**config.mk**
```make
export PLATFORM = sky130hd
export DESIGN_NAME = pe_layer_sequencer
export DESIGN_NICKNAME = d
export VERILOG_FILES = /design/src/rtl/pe_layer_sequencer.sv
export SDC_FILE = /design/constraint.sdc
export NUM_CORES = 1
export LEC_CHECK = 0
export ABC_CLOCK_PERIOD_IN_PS = 2100
export CAP_MARGIN = 20
export CORE_MARGIN = 2
export CORE_UTILIZATION = 40
export DETAILED_ROUTE_END_ITERATION = 12
export GPL_TIMING_DRIVEN = 0
export HOLD_SLACK_MARGIN = 0.08
export PLACE_DENSITY = 0.68
export SYNTH_ARGS = -nofsm -noshare
export SYNTH_HDL_FRONTEND = slang
export SYNTH_SLANG_ARGS = --single-unit
```
**constraint.sdc**
```tcl
create_clock -name clk -period 2.1 [get_ports clk]
set_input_delay 0.21 -clock clk [delete_from_list [all_inputs] [get_ports clk]]
set_output_delay 0.21 -clock clk [all_outputs]
set_load 0.01 [all_outputs]
```
**src/rtl/pe_layer_sequencer.sv**
```systemverilog
// pe_layer_sequencer: walks each layer, issuing input-activation then write-back indices per PE.
module pe_layer_sequencer #(
  parameter int PE_IDX  = 0,
  parameter int LAYER_W = 3,
  parameter int ACT_W   = 6
) (
  input  logic               clk,
  input  logic               rst,
  input  logic               start,
  input  logic [LAYER_W-1:0] layer_no,
  input  logic [ACT_W-1:0]   in_act_no,
  input  logic [ACT_W-1:0]   out_act_no,
  output logic [LAYER_W-1:0] layer_idx,
  output logic               act_valid,
  input  logic               act_ready,
  output logic [ACT_W-1:0]   act_idx,
  input  logic               mac_idle,
  output logic               wb_valid,
  input  logic               wb_ready,
  output logic [ACT_W-1:0]   wb_idx,
  output logic               busy,
  output logic               layer_done,
  output logic               done
);
  typedef enum logic [2:0] {IDLE, LOAD, ISSUE, DRAIN, WB, NEXT, FIN} state_t;
  state_t state_q, state_d;
  logic [LAYER_W-1:0] layer_idx_q, layer_idx_d;
  logic [ACT_W-1:0] act_idx_q, act_idx_d, wb_idx_q, wb_idx_d;
  logic [ACT_W-1:0] in_lim_q, in_lim_d, out_lim_q, out_lim_d;
  logic act_last, wb_last, layer_last;
  assign act_last = act_idx_q == in_lim_q - ACT_W'(1);
  assign wb_last = wb_idx_q == out_lim_q - ACT_W'(1);
  // the all-ones guard keeps layer_idx+1 inside the state-reg lookup range
  assign layer_last = (layer_idx_q == layer_no - LAYER_W'(1)) || (&layer_idx_q);
  always_ff @(posedge clk) begin
    if (rst) begin
      state_q     <= IDLE;
      layer_idx_q <= '0;
      act_idx_q   <= '0;
      wb_idx_q    <= '0;
      in_lim_q    <= '0;
      out_lim_q   <= '0;
    end else begin
      state_q     <= state_d;
      layer_idx_q <= layer_idx_d;
      act_idx_q   <= act_idx_d;
      wb_idx_q    <= wb_idx_d;
      in_lim_q    <= in_lim_d;
      out_lim_q   <= out_lim_d;
    end
  end
  always_comb begin
    state_d     = state_q;
    layer_idx_d = layer_idx_q;
    act_idx_d   = act_idx_q;
    wb_idx_d    = wb_idx_q;
    in_lim_d    = in_lim_q;
    out_lim_d   = out_lim_q;
    case (state_q)
      IDLE: begin
        layer_idx_d = '0;
        if (start) state_d = (layer_no == '0) ? FIN : LOAD;
      end
      LOAD: begin
        in_lim_d  = in_act_no;
        out_lim_d = out_act_no;
        act_idx_d = '0;
        wb_idx_d  = '0;
        state_d   = (in_act_no != '0) ? ISSUE : DRAIN;
      end
      ISSUE: if (act_ready) begin
        state_d   = act_last ? DRAIN : ISSUE;
        act_idx_d = act_last ? act_idx_q : act_idx_q + ACT_W'(1);
      end
      DRAIN: if (mac_idle) state_d = (out_lim_q != '0) ? WB : NEXT;
      WB: if (wb_ready) begin
        state_d  = wb_last ? NEXT : WB;
        wb_idx_d = wb_last ? wb_idx_q : wb_idx_q + ACT_W'(1);
      end
      NEXT: begin
        state_d     = layer_last ? FIN : LOAD;
        layer_idx_d = layer_last ? layer_idx_q : layer_idx_q + LAYER_W'(1);
      end
      FIN: begin
        state_d     = IDLE;
        layer_idx_d = '0;
      end
      default: state_d = IDLE;
    endcase
  end
  always_comb begin
    layer_idx  = layer_idx_q;
    act_idx    = act_idx_q;
    wb_idx     = wb_idx_q;
    act_valid  = state_q == ISSUE;
    wb_valid   = state_q == WB;
    busy       = state_q != IDLE;
    layer_done = state_q == NEXT;
    done       = state_q == FIN;
  end
`ifndef SYNTHESIS
  always @(posedge clk) begin
    if (!rst && state_q == LOAD)
      $display("[pe%0d] load layer %0d in=%0d out=%0d", PE_IDX, layer_idx_q, in_act_no, out_act_no);
    if (!rst && state_q == FIN)
      $display("[pe%0d] network run complete", PE_IDX);
  end
`endif
endmodule
```
# --- After elaboration in Yosys (flattened, before gate mapping) ---
# Cells that the tools add are included.
op_classes:
  n_addsub: 6
  eq_ne: 16
  muxes: 19
  reduce_logical: 15
op_table:
  columns: ["op", "count"]
  rows:
  - ["6-bit 2-to-1 mux", 4]
  - ["6-bit case mux with 2 select lines", 2]
  - ["3-bit 2-to-1 mux", 7]
  - ["3-bit case mux with 6 select lines", 1]
  - ["6-bit by 1-bit adder with 6-bit output, second input constant", 2]
  - ["6-bit equality test", 2]
  - ["6-bit nonzero test", 2]
  - ["6-bit by 1-bit subtractor with 6-bit output, second input constant", 2]
  - ["2-bit != test, second input constant", 5]
  - ["3-bit equality test, second input constant", 3]
  - ["3-bit AND reduction", 3]
  - ["3-bit by 2-bit equality test with 1-bit output, second input constant", 2]
  - ["3-bit zero test", 2]
  - ["3-bit case mux with 2 select lines", 1]
  - ["2-bit nonzero test", 3]
  - ["1-bit 2-to-1 mux", 4]
  - ["2-bit by 1-bit != test with 1-bit output, second input constant", 2]
  - ["4-bit AND reduction", 1]
  - ["3-bit by 1-bit adder with 3-bit output, second input constant", 1]
  - ["3-bit by 1-bit equality test with 1-bit output, second input constant", 1]
  - ["3-bit equality test", 1]
  - ["3-bit nonzero test", 1]
  - ["3-bit by 1-bit subtractor with 3-bit output, second input constant", 1]
  - ["2-bit AND reduction", 1]
  - ["2 further kinds", 2]
totals:
  register_bits: 30
  output_inout_bits: 20
  elab_cells: 62

# --- Depth between registers and ports, before layout ---
logic_depth:
  depth_word: 5
  depth_mapped: 8
  depth_no_buf: 8

# --- Least setup slack after synthesis ---
# No wires, ideal clock.
synth_timing:
  path_kind: "register to register"
  start: "register in_lim_q[0]"
  end: "register act_idx_q[3], in the netlist act_idx[3]"
  t_arrival_ns: 2.132
  path_slack_ns: -0.091
  path_stages_with_launch: 7
  n_path_buf: 0
  cell_sequence: "dfxtp_1 or4_1 or3_1 and4_4 o211a_4 or4_1 nand2_1"
synth_via:
  elab_chain_cells: 4
synth_rtl:
  columns: ["element", "line_no", "text"]
  rows:
  - ["start, declared", "29", "logic [ACT_W-1:0] in_lim_q, in_lim_d, out_lim_q, out_lim_d;"]
  - ["start signal, assigned", "48", "in_lim_q <= in_lim_d;"]
  - ["6-bit by 1-bit subtractor with 6-bit output", "31", "assign act_last = act_idx_q == in_lim_q - ACT_W'(1);"]
  - ["6-bit equality test", "31", null]
  - ["2-bit != test (no line)", null, null]
  - ["3-bit AND reduction (no line)", null, null]
  - ["end signal, assigned", "46", "act_idx_q <= act_idx_d;"]
  - ["end, declared", "28", "logic [ACT_W-1:0] act_idx_q, act_idx_d, wb_idx_q, wb_idx_d;"]
# No other way between the ends.
# A chain may end at the register's enable or synchronous reset.

# --- Worst setup path in the final report ---
layout_timing:
  start: "register in_lim_q[1]"
  end: "register act_idx_q[3], in the netlist act_idx[3]"
# Same word-level chain as after synthesis.

==> results.cfg <==
[sta]
maxSlewHeadroom_pct = 63.1
tns_ps = -210
min_period_over_period_pct = 104
tightest_slew_ps = 545
fin_ws_ps = -84.9
finClkSkew_ps = 2.86
finalSetupViolations = 3
hold_viol = 0
rsz0062_at_grt = yes
slew_viol_final = 0
max_freq_mhz = 458
finalCriticalPeriod_ps = 2180

[placed_design]
place.gp.congestion = 0.879
dp_hpwl_um = 3580
dp_cells = 338
dp_slack_ps = -292
io_buffers = 40

[routing]
first_pass_iters = 4
drt_iter0_markers = 73
totalWireLength_um = 5020
ant_nets = 0
wire_per_inst_um = 14.3
vias_per_cell = 5.59
drc_errors = 0
route.vias.total = 1956

[status]
status = complete, but fails checks
violations = negative setup slack

[global_routing]
grt_max_degree = 11
grt_pass1_vias = 1724
grt_overflow = 0
grt_pass1_wl_um = 7870
antenna_found_initial = 0
grt.total_usage_pct = 18.9

[yosys]
syn-cell-area_mm2 = 0.00190
syn_nets = 274
ys_seq_area_share_pct = 31.6
ys_warn_count = 0
synth-seq-cells = 30
ys.flop_type = dfxtp_1
synth_edf_count = 0
async_flop_share_pct = 0
syn_inst = 244
avgSynthCellArea_um2 = 7.80
ys_types = 50

[power]
ir_worst_vdd_mv = 0.428
leakage_nw = 0.978
powerDensity_mw_per_mm2 = 825

[worst_setup_path]
worstSetupPathType = register to register
cp_max_fo = 6
cp-end-kind = register
worstPathRequired_ps = 2320
rrSetupSlack_ps = -80
r2r-end = act_idx[3]
start_kind = register
r2r_start = in_lim_q[1]
rr_worst_depth = 6
worstPathArrival_ps = 2410

[floorplanning]
core_area_mm2 = 0.00466
fp.dieW_um = 73.0
fp.dieH_um = 73.0
design.die.area_mm2 = 0.00533
initial_core_util_pct = 40.8
num_rows = 25
pin_count = 41

[clock_network]
clockBufferDepth = 2
cts.sinks = 30
cts_buffers = 5
cts-root-buf = clkbuf_8
clk_latency_ps = 280
tritoncts = built
ctsHtreeMaxLevel = 2
clk_pin_slew_worst_paths_ps = 60

[run]
cap_violations = 0

[finish]
final_cells = 350
final_layout_size_suffix_gt1_share_pct = 14.9
antennaDiodeCount = 0
areaGrowthSynthToFinish_pct = 39.2
layout.nets = 326

[min_path]
hold_end = in_lim_q[5]
hold_depth = 2
hold_start = in_lim_q[5]
hp-class = register to register
## cell usage after synthesis (all sizes together) (2+ instances only)
cell type,instances,area [um^2]
nand2,37,139
dfxtp,30,601
a21oi,26,130
nor2,16,60.1
clkbuf,11,41.3
inv,10,37.5
o21ai,10,50.0
ha,9,113
or3,9,56.3
xnor2,8,70.1
nand2b,7,43.8
xor2,7,61.3
nor3,6,35.0
o211ai,5,37.5
and3,3,18.8
nand3,3,15.0
nand4,3,18.8
nor4,3,18.8
o31a,3,26.3
or4,3,22.5
a22o,2,17.5
a31oi,2,12.5
and2,2,12.5
nand4b,2,17.5
nor4b,2,17.5
o211a,2,27.5
o2bb2ai,2,17.5
or2,2,12.5
## cells in the final DEF (no fill, tap or decap), drive strengths merged, types with 3 or more instances in the layout
cell type	n
xnor2	8
or3	9
xor2	7
nand4	3
o31a	3
nand2	37
nor3	6
nand3	3
nor2	16
ha	9
dfxtp	30
and3	3
o211ai	5
clkbuf	17
nand2b	7
or4	3
buf	4
o21ai	10
clkdlybuf4s50	40
inv	10
nor4	3
a21oi	26
## state kept, by name, indices dropped and copies added, names as in the netlist
signal and cells:
wb_idx 6, act_idx 6, in_lim_q 6, layer_idx 3, out_lim_q 6, state_q 3
## metrics by stage
| stage | hold slack [ps] | power, mW | cell area [um^2] | utilization [%] |
|---|---|---|---|---|
| finish | 471 | 2.19 | 2650 | 56.8 |
| global route | 480 | 2.32 | 2650 | 56.8 |
| CTS | 466 | 2.11 | 2550 | 54.7 |
| detailed placement | 463 | 1.46 | 2370 | 50.9 |
| global placement | 461 | 1.45 | 2370 | 50.9 |
| floorplan | 338 | 1.23 | 1910 | - |
## cell families after synthesis
kind of cell | synth area share (%)
and+or+nand+nor | 27.9
AOI/OAI and AO/OA | 21.3
DFF | 31.6
buffers and inverters | 4.14
xor gates and xnor gates | 8.09
adders and majority gates | 5.92
muxes | 1.12
## final cells by class
cell class | count | area, um^2
flip-flops and latches | 30 | 613
multi-input cells | 194 | 1340
repair buffers | 44 | 430
clock inverters | 1 | 30.0
inverters | 10 | 37.5
clock buffers | 6 | 82.6
plain buffers | 11 | 52.6
well taps | 54 | 67.6
fillers | 452 | 2010
## metal layers
| metal | up-vias | GRT usage [%] | part of all wire, % |
|---|---|---|---|
| li1 | 983 | - | - |
| met1 | 913 | 26.4 | 46 |
| met2 | 52 | 29.4 | 49 |
| met3 | 8 | 4.42 | 3.9 |
| met4 | 0 | 5.14 | 1.6 |
| met5 | - | 0 | 0 |
## report_power, final
group	internal (mW)	switching, mW
registers	0.634	0.0751
clock network	0.379	0.213
logic	0.401	0.485
## worst max path at each step
stage	from	end	slack, ps	depth (start not counted)
after global placement	layer_no[0]	layer_idx[0]	-220	8
after global routing	in_lim_q[1]	act_idx[3]	-140	6
after CTS	in_lim_q[1]	act_idx[3]	-70	6
final	in_lim_q[1]	act_idx[3]	-80	6
after floorplan	in_lim_q[1]	act_idx[3]	-30	6
after detailed placement	layer_no[0]	layer_idx[0]	-290	8
## critical path, stage by stage (launching register included)
cell	delay (ps)
dfxtp_2	320
or4_4	530
or3_4	380
and4_4	180
o211a_4	250
or4_4	400
nand2_1	60
## timing repair
action,4_1_cts,5_1_grt
pin swaps,2,8
hold buffers,0,0
gates resized for setup,13,22
endpoints found under the setup margin,12,15
gates cloned,0,1
setup buffers,2,2
Power figures use the tool's default switching activity.
